<file path="src/rtl/load_store_unit.sv">
// MEM-stage load/store initiator for a word-addressed data memory.
// Adds RV32I byte/halfword lanes: sign/zero-extended loads and read-modify-write SB/SH.
module load_store_unit #(
  parameter int unsigned ADDR_W = 10
) (
  input  logic              clk,
  input  logic              rst,
  input  logic              req_valid,
  output logic              req_ready,
  input  logic              req_we,
  input  logic [2:0]        req_funct3,
  input  logic [31:0]       req_addr,
  input  logic [31:0]       req_wdata,
  output logic              resp_valid,
  output logic [31:0]       resp_rdata,
  output logic              resp_err,
  output logic [1:0]        resp_cause,
  output logic [ADDR_W-1:0] mem_address,
  output logic [31:0]       mem_wd,
  output logic              mem_memwrite,
  output logic              mem_memread,
  input  logic [31:0]       mem_data
);

  typedef enum logic [1:0] {StIdle, StLoad, StRmwRd, StWrite} state_e;

  state_e            state_q, state_d;
  logic [ADDR_W+1:0] addr_q, addr_d;
  logic [2:0]        funct3_q, funct3_d;
  logic [31:0]       wdata_q, wdata_d;
  logic [31:0]       merge_q, merge_d;
  logic              resp_valid_d, resp_err_d;
  logic [1:0]        resp_cause_d;
  logic [31:0]       resp_rdata_d;

  logic        accept, illegal, misaligned, out_of_range;
  logic [31:0] shifted, load_ext, store_data;

  assign accept = req_valid && (state_q == StIdle);

  always_comb begin
    if (req_we) begin
      illegal = !(req_funct3 inside {3'b000, 3'b001, 3'b010});
    end else begin
      illegal = !(req_funct3 inside {3'b000, 3'b001, 3'b010, 3'b100, 3'b101});
    end
  end

  assign misaligned   = ((req_funct3[1:0] == 2'b01) && req_addr[0]) ||
                        ((req_funct3[1:0] == 2'b10) && (req_addr[1:0] != 2'b00));
  assign out_of_range = |req_addr[31:ADDR_W+2];

  // Little-endian lane select: shift the addressed byte/halfword down to bit 0.
  assign shifted = mem_data >> {addr_q[1:0], 3'b000};

  always_comb begin
    case (funct3_q)
      3'b000:  load_ext = {{24{shifted[7]}}, shifted[7:0]};
      3'b001:  load_ext = {{16{shifted[15]}}, shifted[15:0]};
      3'b100:  load_ext = {24'h0, shifted[7:0]};
      3'b101:  load_ext = {16'h0, shifted[15:0]};
      default: load_ext = mem_data;
    endcase
  end

  always_comb begin
    store_data = merge_q;
    case (funct3_q[1:0])
      2'b00:   store_data[{addr_q[1:0], 3'b000} +: 8] = wdata_q[7:0];
      2'b01:   store_data[{addr_q[1], 4'b0000} +: 16] = wdata_q[15:0];
      default: store_data = wdata_q;
    endcase
  end

  // Memory strobes decode straight from state so reset kills them immediately.
  assign req_ready    = (state_q == StIdle);
  assign mem_memread  = (state_q == StLoad) || (state_q == StRmwRd);
  assign mem_memwrite = (state_q == StWrite);
  assign mem_address  = (state_q != StIdle) ? addr_q[ADDR_W+1:2] : '0;
  assign mem_wd       = mem_memwrite ? store_data : 32'h0;

  always_comb begin
    state_d      = state_q;
    addr_d       = addr_q;
    funct3_d     = funct3_q;
    wdata_d      = wdata_q;
    merge_d      = merge_q;
    resp_valid_d = 1'b0;
    resp_err_d   = 1'b0;
    resp_cause_d = 2'b00;
    resp_rdata_d = 32'h0;

    unique case (state_q)
      StIdle: begin
        if (accept) begin
          addr_d   = req_addr[ADDR_W+1:0];
          funct3_d = req_funct3;
          wdata_d  = req_wdata;
          if (illegal || misaligned || out_of_range) begin
            resp_valid_d = 1'b1;
            resp_err_d   = 1'b1;
            resp_cause_d = illegal ? 2'b11 : (misaligned ? 2'b01 : 2'b10);
          end else if (!req_we) begin
            state_d = StLoad;
          end else if (req_funct3 == 3'b010) begin
            state_d = StWrite;
          end else begin
            state_d = StRmwRd;
          end
        end
      end
      StLoad: begin
        resp_valid_d = 1'b1;
        resp_rdata_d = load_ext;
        state_d      = StIdle;
      end
      StRmwRd: begin
        merge_d = mem_data;
        state_d = StWrite;
      end
      StWrite: begin
        resp_valid_d = 1'b1;
        state_d      = StIdle;
      end
      default: state_d = StIdle;
    endcase
  end

  always_ff @(posedge clk or posedge rst) begin
    if (rst) begin
      state_q    <= StIdle;
      addr_q     <= '0;
      funct3_q   <= 3'b000;
      wdata_q    <= 32'h0;
      merge_q    <= 32'h0;
      resp_valid <= 1'b0;
      resp_err   <= 1'b0;
      resp_cause <= 2'b00;
      resp_rdata <= 32'h0;
    end else begin
      state_q    <= state_d;
      addr_q     <= addr_d;
      funct3_q   <= funct3_d;
      wdata_q    <= wdata_d;
      merge_q    <= merge_d;
      resp_valid <= resp_valid_d;
      resp_err   <= resp_err_d;
      resp_cause <= resp_cause_d;
      resp_rdata <= resp_rdata_d;
    end
  end

endmodule
</file>
<file path="config.mk">
export PLATFORM = sky130hd
export DESIGN_NAME = load_store_unit
export DESIGN_NICKNAME = d
export VERILOG_FILES = /design/src/rtl/load_store_unit.sv
export SDC_FILE = /design/constraint.sdc
export NUM_CORES = 1
export LEC_CHECK = 0
export BUFFER_PORTS_ARGS = -buffer_cell sky130_fd_sc_hd__buf_4
export CORE_AREA = 4 4 126 128
export CTS_CLUSTER_SIZE = 20
export DETAILED_ROUTE_END_ITERATION = 6
export DIE_AREA = 0 0 130 132
export PLACE_DENSITY = 0.65
export SYNTH_ARGS = -nofsm -noshare
export SYNTH_HDL_FRONTEND = slang
export SYNTH_SLANG_ARGS = --single-unit
</file>
<file path="constraint.sdc">
create_clock -name clk -period 6.05 [get_ports clk]
set_clock_uncertainty 0.1 [all_clocks]
set_input_delay 0 -clock clk [delete_from_list [all_inputs] [get_ports clk]]
set_output_delay 0 -clock clk [all_outputs]
set_load 0.02 [all_outputs]
</file>
==> results.md, run 1 <==
- Status: completed
- Final count of hold timing violations: 0
- Drt total wl: 19.4 mm
- Overall overflow remaining after global route: 0
- Worst VDD drop: about 320 uV
- CTS root buffer: sky130_fd_sc_hd__clkbuf_16
- Transition time of the tightest slew-check pin: roughly 1.2 ns
- Routed vias: 5,479
- Placed Cells incl. Taps: just under 900
- Number of routed nets with antenna violations: 0
- Power density normalized to cell area: ~550 nW/um^2
- Layout overhead on the synthesized area: 50.0%
- Reported max-cap violation count: 0
- Setup fix buffers added after clock tree synthesis: 0
- Largest net degree at the start of global routing: 67
- Worst R2R Path Depth: 4
- Port Buffer Count: about 180
- IO Count: 184
- Number of instances in the synthesized netlist: 553
- Sequential area share after synthesis: 0.492
- RSZ-0062 raised after global routing: false
- Cell Rows: 45
- Syn nets: roughly 670
- Max Transition Viols Final: 0
- Final net count: ~920
- Total core area: approximately 15,000 um^2
- Netlist area before placement: about 6000 um^2
- Crit path launch type: register
- Count of synthesis-stage warnings from yosys: 0
- Total of endpoints with negative setup slack in the final report: 0
- Clock sink total: about 120
- Net load switching power: between 1.5 and 2 mW
- Violation count after the first detailed-routing iteration: roughly 450
- Clock transition at path regs: around 0.050 ns
- Data arrival time at the worst-slack endpoint: between 3 and 4 ns
- Via density per instance: 5.44
- Initial antenna violation count: 0
- Router iterations before antenna repair: 5
- DRC Markers: 0
- CTS Buf Count: 17
- Share of total power in sequential cells: 0.301
- Headroom to the max-slew limit: 0.196
- Top cells by area, synth: sky130_fd_sc_hd__dfrtp_1 (49%), sky130_fd_sc_hd__mux2_2 (14%), sky130_fd_sc_hd__o21ai_0 (5.0%)
- Level count of the clock H-tree: 4
- Leakage power of the design: roughly 4.2 nW
- Half-perimeter wire length after detailed placement: 13.4 mm
- Clock latency of the later-clocked register in the worst-skew pair: 0.41 ns
- Switching Fraction: 0.404
- Share of final-layout standard cells stronger than drive strength 1: 0.371
- Placer's final routability congestion estimate: 0.885
- Logic gate share of total power: 0.469
- Worst hold path cell count: 5
- TritonCTS clock tree: done
- Maximum buffer depth of the clock tree: 2
- Count of cell types in the netlist: between 40 and 50
- Internal power contribution: around 2.9 mW
- Syn avg cell area: 10.8 um^2
- All-layer global routing usage: 0.228
- Data required time at the worst endpoint: ~6 ns
- Highest attainable clock frequency: 295 MHz
- Fraction of synthesized cell area taken by the top area cell type: 0.492
- Flop and latch count out of synthesis: ~120
- Wire length of the first global-routing pass: 30.3 mm
- Final Instance Count excl. Fillers: around 1.0k
- Fin Setup TNS: 0 ns
- Time the worst path needs with I/O delays and setup: roughly 3.4 ns
- Die W: around 130 um
- Biggest area consumer among synthesized cells: sky130_fd_sc_hd__dfrtp_1
- Number of global-route vias before repair: 5,562
- Clock network fraction of total power: 0.229
- WS Path Type: reg2out
- Class of the most critical hold timing path: in2reg
- Nature of the critical path endpoint: primary output
- Wire length per cell after detailed routing: a little under 20 um
- Die area: around 17,000 um^2
- Initial Util: 0.401
- Top fanout value on the critical path: 24
- Final worst path period share: 0.561
- Total inserted antenna cells: 0
- Height of the chip: 132 um
==> metrics by stage <==
stage | hold slack, ns | util | cell area (um^2) | setup WS (ns) | total power [mW]
after global placement | 0.0141 | 0.501 | 7450 | 3.11 | 3.67
final | 0.0449 | 0.601 | 8930 | 2.66 | 4.90
after detailed placement | 0.0306 | 0.501 | 7450 | 3.11 | 3.72
after global routing | 0.0695 | 0.601 | 8930 | 2.41 | 5.20
after CTS | 0.0296 | 0.601 | 8930 | 2.67 | 4.91
after floorplan | 0.0210 | - | 5950 | 2.85 | 2.93
==> kinds of logic (layout without fill, tap and decap cells) <==
family                     after synthesis  in the layout  synth area share
AOI/OAI and AO/OA                      159            159             0.181
and+or+nand+nor                        121            121            0.0998
DFF                                    117            117             0.492
muxes                                   90             90             0.169
buffers and inverters                   57            323            0.0403
adders and majority gates                9              9            0.0189
==> worst max-delay path, stage by stage (launching register included) <==
cell and delay, ns:
sky130_fd_sc_hd__dfrtp_1 0.82, sky130_fd_sc_hd__inv_1 0.29, sky130_fd_sc_hd__ha_1 0.44, sky130_fd_sc_hd__nor4bb_1 0.28, sky130_fd_sc_hd__buf_4 0.20, sky130_fd_sc_hd__a221oi_1 0.08, sky130_fd_sc_hd__a211oi_1 0.40, sky130_fd_sc_hd__a21oi_1 0.08
sky130_fd_sc_hd__nor2b_1 0.13, sky130_fd_sc_hd__buf_4 0.15
==> final timing paths <==
kind,startpoint,slack [ns],to
max in group asynchronous,rst,4.40,funct3_q[1]
worst min register to register,addr_q[6],0.40,addr_q[6]
worst max register to register,state_q[0],3.32,wdata_q[23]
worst max-delay path,addr_q[0],2.66,mem_wd[31]
min in group asynchronous,rst,0.14,resp_err
worst min-delay path,req_addr[23],0.04,state_q[0]
==> area by class of cell <==
class	instances	area (um^2)
multi-input cells	379	2790
clock inverters	14	221
repair buffers	271	2240
inverters	20	77.6
flip-flops and latches	117	2930
clock buffers	18	439
fillers	1233	5930
well taps	188	235
==> registers in the layout (all words and copies together), names as in the netlist <==
register,count
resp_err,1
merge_q,32
resp_valid,1
funct3_q,3
resp_rdata,32
state_q,2
wdata_q,32
resp_cause,2
addr_q,12
==> cell usage after synthesis (all sizes together) <==
cell type  number
a211oi          8
a21boi          2
a21oi          30
a221o           8
a221oi         17
a222oi          7
a22oi           1
a31oi           3
and2            1
and4b           1
buf            15
clkbuf         22
clkinv          2
dfrtp         117
ha              9
inv            18
mux2           73
mux2i          16
mux4            1
nand2          46
nand2b          1
nand3           2
nand4           1
nor2           30
nor2b          28
nor3            3
nor4            6
nor4b           1
nor4bb          1
o211a           8
o21a            1
o21ai          63
o221ai          9
o311ai          1
o31ai           1
==> cells in the final DEF (no fill, tap or decap), types with 2 or more instances in the layout <==
cell type,count
sky130_fd_sc_hd__clkbuf_16,17
sky130_fd_sc_hd__a222oi_1,7
sky130_fd_sc_hd__buf_4,189
sky130_fd_sc_hd__nand3_1,2
sky130_fd_sc_hd__dfrtp_1,117
sky130_fd_sc_hd__inv_6,5
sky130_fd_sc_hd__nand2_1,45
sky130_fd_sc_hd__mux2i_1,16
sky130_fd_sc_hd__a221o_1,8
sky130_fd_sc_hd__a31oi_1,3
sky130_fd_sc_hd__inv_1,17
sky130_fd_sc_hd__ha_1,9
sky130_fd_sc_hd__nor3_1,3
sky130_fd_sc_hd__o211a_1,8
sky130_fd_sc_hd__clkinv_4,2
sky130_fd_sc_hd__o221ai_1,9
sky130_fd_sc_hd__clkinv_2,2
sky130_fd_sc_hd__nor2b_1,28
sky130_fd_sc_hd__a21oi_1,29
sky130_fd_sc_hd__a221oi_1,16
sky130_fd_sc_hd__o21ai_0,60
sky130_fd_sc_hd__bufinv_16,5
sky130_fd_sc_hd__nor2_1,29
sky130_fd_sc_hd__o21ai_1,2
sky130_fd_sc_hd__a211oi_1,8
sky130_fd_sc_hd__mux2_2,73
sky130_fd_sc_hd__nor4_1,5
sky130_fd_sc_hd__clkinv_1,2
sky130_fd_sc_hd__dlygate4sd3_1,82
==> routing by layer <==
layer	routed length, um	share of wire	GRT usage	vias up
met3	1650	0.085	0.0494	31
met4	354	0.018	0.0710	0
met2	9100	0.47	0.361	275
met5	0	0	0	-
met1	8310	0.43	0.313	2636
li1	-	-	-	2537
==> timing repair <==
action	CTS	global route
hold buffers	82	0
endpoints found under the hold margin	168	0
gates resized for setup	0	0
==> power by group through the flow <==
stage | Sequential, mW | Combinational [mW] | Clock, mW
3_3_place_gp | 1.46 | 2.21 | 0
5_1_grt | 1.53 | 2.50 | 1.17
4_1_cts | 1.47 | 2.30 | 1.14
3_5_place_dp | 1.48 | 2.23 | 0
6_report | 1.48 | 2.30 | 1.12
2_1_floorplan | 1.44 | 1.49 | 0
Power figures use the tool's default switching activity.
==> run 2: changes to the inputs <==
PLACE_DENSITY = 0.68   (was 0.65)
clock period = 3.1 ns   (was 6.05 ns; I/O delays follow)
==> results.md, run 2 (same netlist as run 1, synthesis figures left out) <==
- CP startpoint: addr_q[1]
- Worst VDD drop: 544 uV
- Half-perimeter wire length after detailed placement: approximately 14 mm
- Final count of hold timing violations: 0
- Layout overhead on the synthesized area: 51.0%
- Cells along the critical path: buf_4 > ha_1 > nor4bb_1 > buf_4 > a221oi_1 > a211oi_1 > a21oi_1 > nor2b_1 > buf_4
- Final worst path period share: 0.924
- Time the worst path needs with I/O delays and setup: approximately 2.9 ns
- Highest attainable clock frequency: about 350 MHz
- Initial Util: 0.401
- Nature of the critical path endpoint: primary output
- Overall overflow remaining after global route: 0
- CTS-repair resized insts: 0
- Transition time of the tightest slew-check pin: approximately 0.98 ns
- Data required time at the worst endpoint: 3.00 ns
- Height of the chip: ~130 um
- Post-layout power: between 9 and 10 mW
- Clock transition at path regs: roughly 0.05 ns
- Power density normalized to cell area: 1070 nW/um^2
- Port Buffer Count: roughly 180
- Via density per instance: 5.50
- Die W: roughly 130 um
- R2r startpoint: addr_q[0]
- Critical-path cell with the highest stage delay: sky130_fd_sc_hd__buf_4
- Total inserted antenna cells: 0
- Total of endpoints with negative setup slack in the final report: 0
- Wire length of the first global-routing pass: 31.1 mm
- Routed vias: approximately 5.6k
- TritonCTS clock tree: done
- Data arrival time at the worst-slack endpoint: ~2.8 ns
- Top fanout value on the critical path: 27
- Number of routed nets with antenna violations: 0
- R2R Path End: resp_rdata[14]
- WS Path Type: reg2out
- DRC Markers: 0
- IO Count: approximately 180
- Biggest regs: merge_q x32, resp_rdata x32, wdata_q x32
- All-layer global routing usage: 0.235
- Max Transition Viols Final: 0
- CTS Buf Count: 17
- Maximum single-stage delay on the critical path: approximately 0.37 ns
- Leakage power of the design: ~4.2 nW
- Worst hold slack after final layout: 0.0119 ns
- Headroom to the max-slew limit: 0.345
- Highest-count cells in the layout ignoring fill and taps: sky130_fd_sc_hd__buf_4 (195), sky130_fd_sc_hd__dfrtp_1 (117), sky130_fd_sc_hd__dlygate4sd3_1 (82)
- Worst hold path cell count: 5
- Worst R2R Path Depth: 4
- Crit path launch type: register
- Router iterations before antenna repair: 7
- Cell type with the highest occurrence count on the critical path: sky130_fd_sc_hd__buf_4
- Violation count after the first detailed-routing iteration: 441
- Drt total wl: 20.2 mm
- CTS root buffer: sky130_fd_sc_hd__clkbuf_16
- Status: completed
- Die area: about 17,000 um^2
- Largest net degree at the start of global routing: 63
- RSZ-0062 raised after global routing: false
- Initial antenna violation count: 0
- Reported max-cap violation count: 0
- Hold wc startpoint: req_addr[23]
- Endpoint of the worst hold path: state_q[0]
- Wire length per cell after detailed routing: 19.9 um
- Class of the most critical hold timing path: in2reg
- Cell Rows: 45
- Final net count: ~930
- Level count of the clock H-tree: 4
- FF-to-FF setup slack: between 0.8 and 0.9 ns
- Fin Setup TNS: 0 ns
- Leading cell type in the layout, fill and taps excluded: sky130_fd_sc_hd__buf_4
- Clock latency of the later-clocked register in the worst-skew pair: between 0.4 and 0.5 ns
- Total core area: 14,900 um^2
- Placer's final routability congestion estimate: around 0.88
- Number of global-route vias before repair: between 5k and 6k
- Clock sink total: roughly 120
- Share of final-layout standard cells stronger than drive strength 1: 0.374
- Maximum buffer depth of the clock tree: 2
run 2: cell types whose count changed in the layout (fill, tap and decap cells not counted), sizes merged:
cell	delta
buf	+8
clkbuf	+6
inv	-6
clkinvlp	+3
clkinv	-2
bufinv	-1
run 2: stage by stage:
| stage | std cells | cell area, um^2 | setup WS, ns | utilization |
|---|---|---|---|---|
| after CTS | 1015 | 8990 | 0.201 | 0.605 |
| after global placement | 901 | 7530 | 0.867 | 0.507 |
| final | 1015 | 8990 | 0.237 | 0.605 |
| after floorplan | 553 | 5960 | 0.761 | - |
| after global routing | 1015 | 8990 | 0.0187 | 0.605 |
| after detailed placement | 901 | 7530 | 0.744 | 0.507 |
run 2: power breakdown:
group          internal, mW  switching (mW)
clock                  1.43           0.681
sequential             2.25           0.574
combinational          2.05            2.63
total                  5.72            3.89
run 2: critical path: cells and delay by family (launching register included):
family | cells | cell delay [ns]
buffers and inverters | 3 | 0.76
and+or+nand+nor | 2 | 0.49
AOI/OAI and AO/OA | 3 | 0.48
DFF | 1 | 0.34
adders and majority gates | 1 | 0.26
run 2: layout make-up:
cell class                 count  area (um^2)
clock inverter                 8          145
multi-input combinational    379         2790
tap                          188          235
sequential                   117         2930
fill                        1217         5870
timing repair buffer         279         2320
inverter                      20         78.8
clock buffer                  24          492
run 2: how the worst max path moves through the flow:
stage,end,cells after the start,slack (ns)
after floorplan,mem_wd[30],9,0.76
after global placement,mem_wd[24],9,0.87
after detailed placement,mem_wd[24],9,0.74
after CTS,mem_wd[24],9,0.20
after global routing,mem_wd[29],9,0.02
final,mem_wd[24],9,0.24
run 2: per-layer routing:
| metal | share of wire | wire [um] | GRT usage |
|---|---|---|---|
| met5 | 0 | 0 | 0 |
| met4 | 0.018 | 363 | 0.0727 |
| met3 | 0.087 | 1760 | 0.0596 |
| met2 | 0.47 | 9550 | 0.374 |
| met1 | 0.42 | 8500 | 0.317 |
run 2: what timing repair did:
| action | in CTS | in global routing |
|---|---|---|
| hold buffers | 82 | 0 |
| buffers inserted | 0 | 0 |
| hold endpoints to repair | 152 | 0 |
==> run 3: changes to the inputs <==
CORE_AREA = 2 2 143 110   (was 4 4 126 128)
DIE_AREA = 0 0 145 112   (was 0 0 130 132)
==> results.md, run 3 (same netlist as run 1, synthesis figures left out) <==
- Status: completed
- Internal power contribution: 5.67 mW
- Clock network fraction of total power: 0.218
- CTS-repair resized insts: 0
- Die area: between 15,000 and 20,000 um^2
- Headroom to the max-slew limit: 0.334
- Placement Setup Slack: approximately 0.75 ns
- Cell Rows: 39
- Highest attainable clock frequency: 349 MHz
- Biggest regs: merge_q x32, resp_rdata x32, wdata_q x32
- Die W: between 100 and 150 um
- Largest net degree at the start of global routing: 52
- Switching Fraction: 0.405
- Clock transition at path regs: around 0.050 ns
- RSZ-0062 raised after global routing: false
- Crit path launch type: register
- Time the worst path needs with I/O delays and setup: between 2 and 3 ns
- Layout overhead on the synthesized area: 50.9%
- CTS Buf Count: 17
- Leakage power of the design: between 4 and 5 nW
- Final worst path period share: 0.924
- Clock latency of the later-clocked register in the worst-skew pair: roughly 0.42 ns
- Endpoint of the worst hold path: state_q[0]
- Data arrival time at the worst-slack endpoint: between 2 and 3 ns
- Share of final-layout standard cells stronger than drive strength 1: 0.373
- Port Buffer Count: between 150 and 200
- Worst VDD drop: roughly 700 uV
- Final Worst Setup Slack: 0.235 ns
- DRC Markers: 0
- Overall overflow remaining after global route: 0
- Height of the chip: around 110 um
- Number of global-route vias before repair: between 5k and 6k
- TritonCTS clock tree: done
- Met2 routing resource usage after global routing: 0.392
- Reported max-cap violation count: 0
- Filler cells: 1,232
- Initial Util: 0.400
- Router iterations before antenna repair: 5
- Wire length of the first global-routing pass: between 30 and 40 mm
- Initial antenna violation count: 0
- Share of total power in sequential cells: 0.299
- R2r startpoint: addr_q[1]
- Highest-count cells in the layout ignoring fill and taps: sky130_fd_sc_hd__buf_4 (195), sky130_fd_sc_hd__dfrtp_1 (117), sky130_fd_sc_hd__dlygate4sd3_1 (82)
- Level count of the clock H-tree: 4
- Net load switching power: 3.86 mW
- CTS root buffer: sky130_fd_sc_hd__clkbuf_16
- WS Path Type: reg2out
- R2R Path End: resp_rdata[27]
- Wire length per cell after detailed routing: approximately 19 um
- Clock sink total: 117
- Nature of the critical path endpoint: primary output
- All-layer global routing usage: 0.245
- Routed vias: ~5.6k
- Total core area: approximately 15,000 um^2
- Class of the most critical hold timing path: in2reg
- Violation count after the first detailed-routing iteration: approximately 460
- Hold wc startpoint: req_addr[19]
- Drt total wl: between 15 and 20 mm
- Total of endpoints with negative setup slack in the final report: 0
- Power density normalized to cell area: around 1100 nW/um^2
- Placer's final routability congestion estimate: approximately 0.85
- Top fanout value on the critical path: 17
- Number of routed nets with antenna violations: 0
- Final net count: between 900 and 1k
- Final count of hold timing violations: 0
- Worst hold path cell count: 5
- Fin Setup TNS: 0 ns
- Transition time of the tightest slew-check pin: 0.992 ns
- Leading cell type in the layout, fill and taps excluded: sky130_fd_sc_hd__buf_4
- IO Count: roughly 180
- Data required time at the worst endpoint: about 3.0 ns
- Half-perimeter wire length after detailed placement: approximately 14 mm
- Worst R2R Path Depth: 6
- Share of the core filled with cells: 0.604
- Highest-utilization routing layer at the global route stage: met2
- Global routing usage on met1: 0.327
- FF-to-FF setup slack: slightly above 0.8 ns
- Logic gate share of total power: 0.483
- Global routing usage on met3: 0.0664
- Via density per instance: 5.43
- Maximum buffer depth of the clock tree: 2
- Max Transition Viols Final: 0
- Total inserted antenna cells: 0
run 3: cell types whose count changed in the layout (fill, tap and decap cells not counted), sizes merged:
cell / delta
clkinvlp: -2
clkinv: +3
clkbuf: -1
buf: -1
run 3: per-stage QoR:
step	instances	total power [mW]	instance area, um^2	hold slack [ns]
floorplan	553	5.71	5960	0.0210
global placement	917	7.18	7540	-0.00199
detailed placement	917	7.32	7540	0.00260
CTS	1031	9.52	8980	0.0307
global route	1031	10.1	8980	0.0778
finish	1031	9.53	8980	0.0583
run 3: worst max path at each step:
stage | end | startpoint
2_1_floorplan | mem_wd[30] | addr_q[0]
3_3_place_gp | mem_wd[9] | funct3_q[1]
3_5_place_dp | mem_wd[9] | funct3_q[1]
4_1_cts | mem_wd[9] | funct3_q[1]
5_1_grt | mem_wd[12] | funct3_q[1]
6_report | mem_wd[9] | funct3_q[1]
run 3: final cells by class:
cell class                      instances  area [um^2]  share of cell area
Sequential cell                       117         2930               0.326
Multi-Input combinational cell        379         2790               0.310
Timing Repair Buffer                  278         2300               0.257
Clock buffer                           23          478              0.0532
Tap cell                              205          256              0.0286
Clock inverter                          9          149              0.0166
Inverter                               20         78.8             0.00877
run 3: critical path: stages, from the launching register on:
cell,delay [ns]
sky130_fd_sc_hd__dfrtp_1,0.72
sky130_fd_sc_hd__clkinv_1,0.48
sky130_fd_sc_hd__o21ai_1,0.49
sky130_fd_sc_hd__a222oi_1,0.22
sky130_fd_sc_hd__nor2b_1,0.25
sky130_fd_sc_hd__buf_4,0.18
run 3: routing by layer:
| layer | vias up | share of wire |
|---|---|---|
| met1 | 2745 | 0.43 |
| li1 | 2553 | - |
| met3 | 27 | 0.087 |
| met5 | - | 0 |
| met4 | 0 | 0.014 |
| met2 | 278 | 0.47 |
run 3: power groups by stage:
stage	logic [mW]	registers (mW)	clock network, mW
after floorplan	2.90	2.81	0
after global placement	4.36	2.82	0
after detailed placement	4.47	2.85	0
after CTS	4.58	2.83	2.12
after global routing	4.99	2.91	2.20
final	4.60	2.85	2.08
run 3: timing repair:
item                                   CTS  global route
hold buffers                            82             0
setup endpoints to repair                0             0
buffers inserted                         0             0
endpoints found under the hold margin  139             0
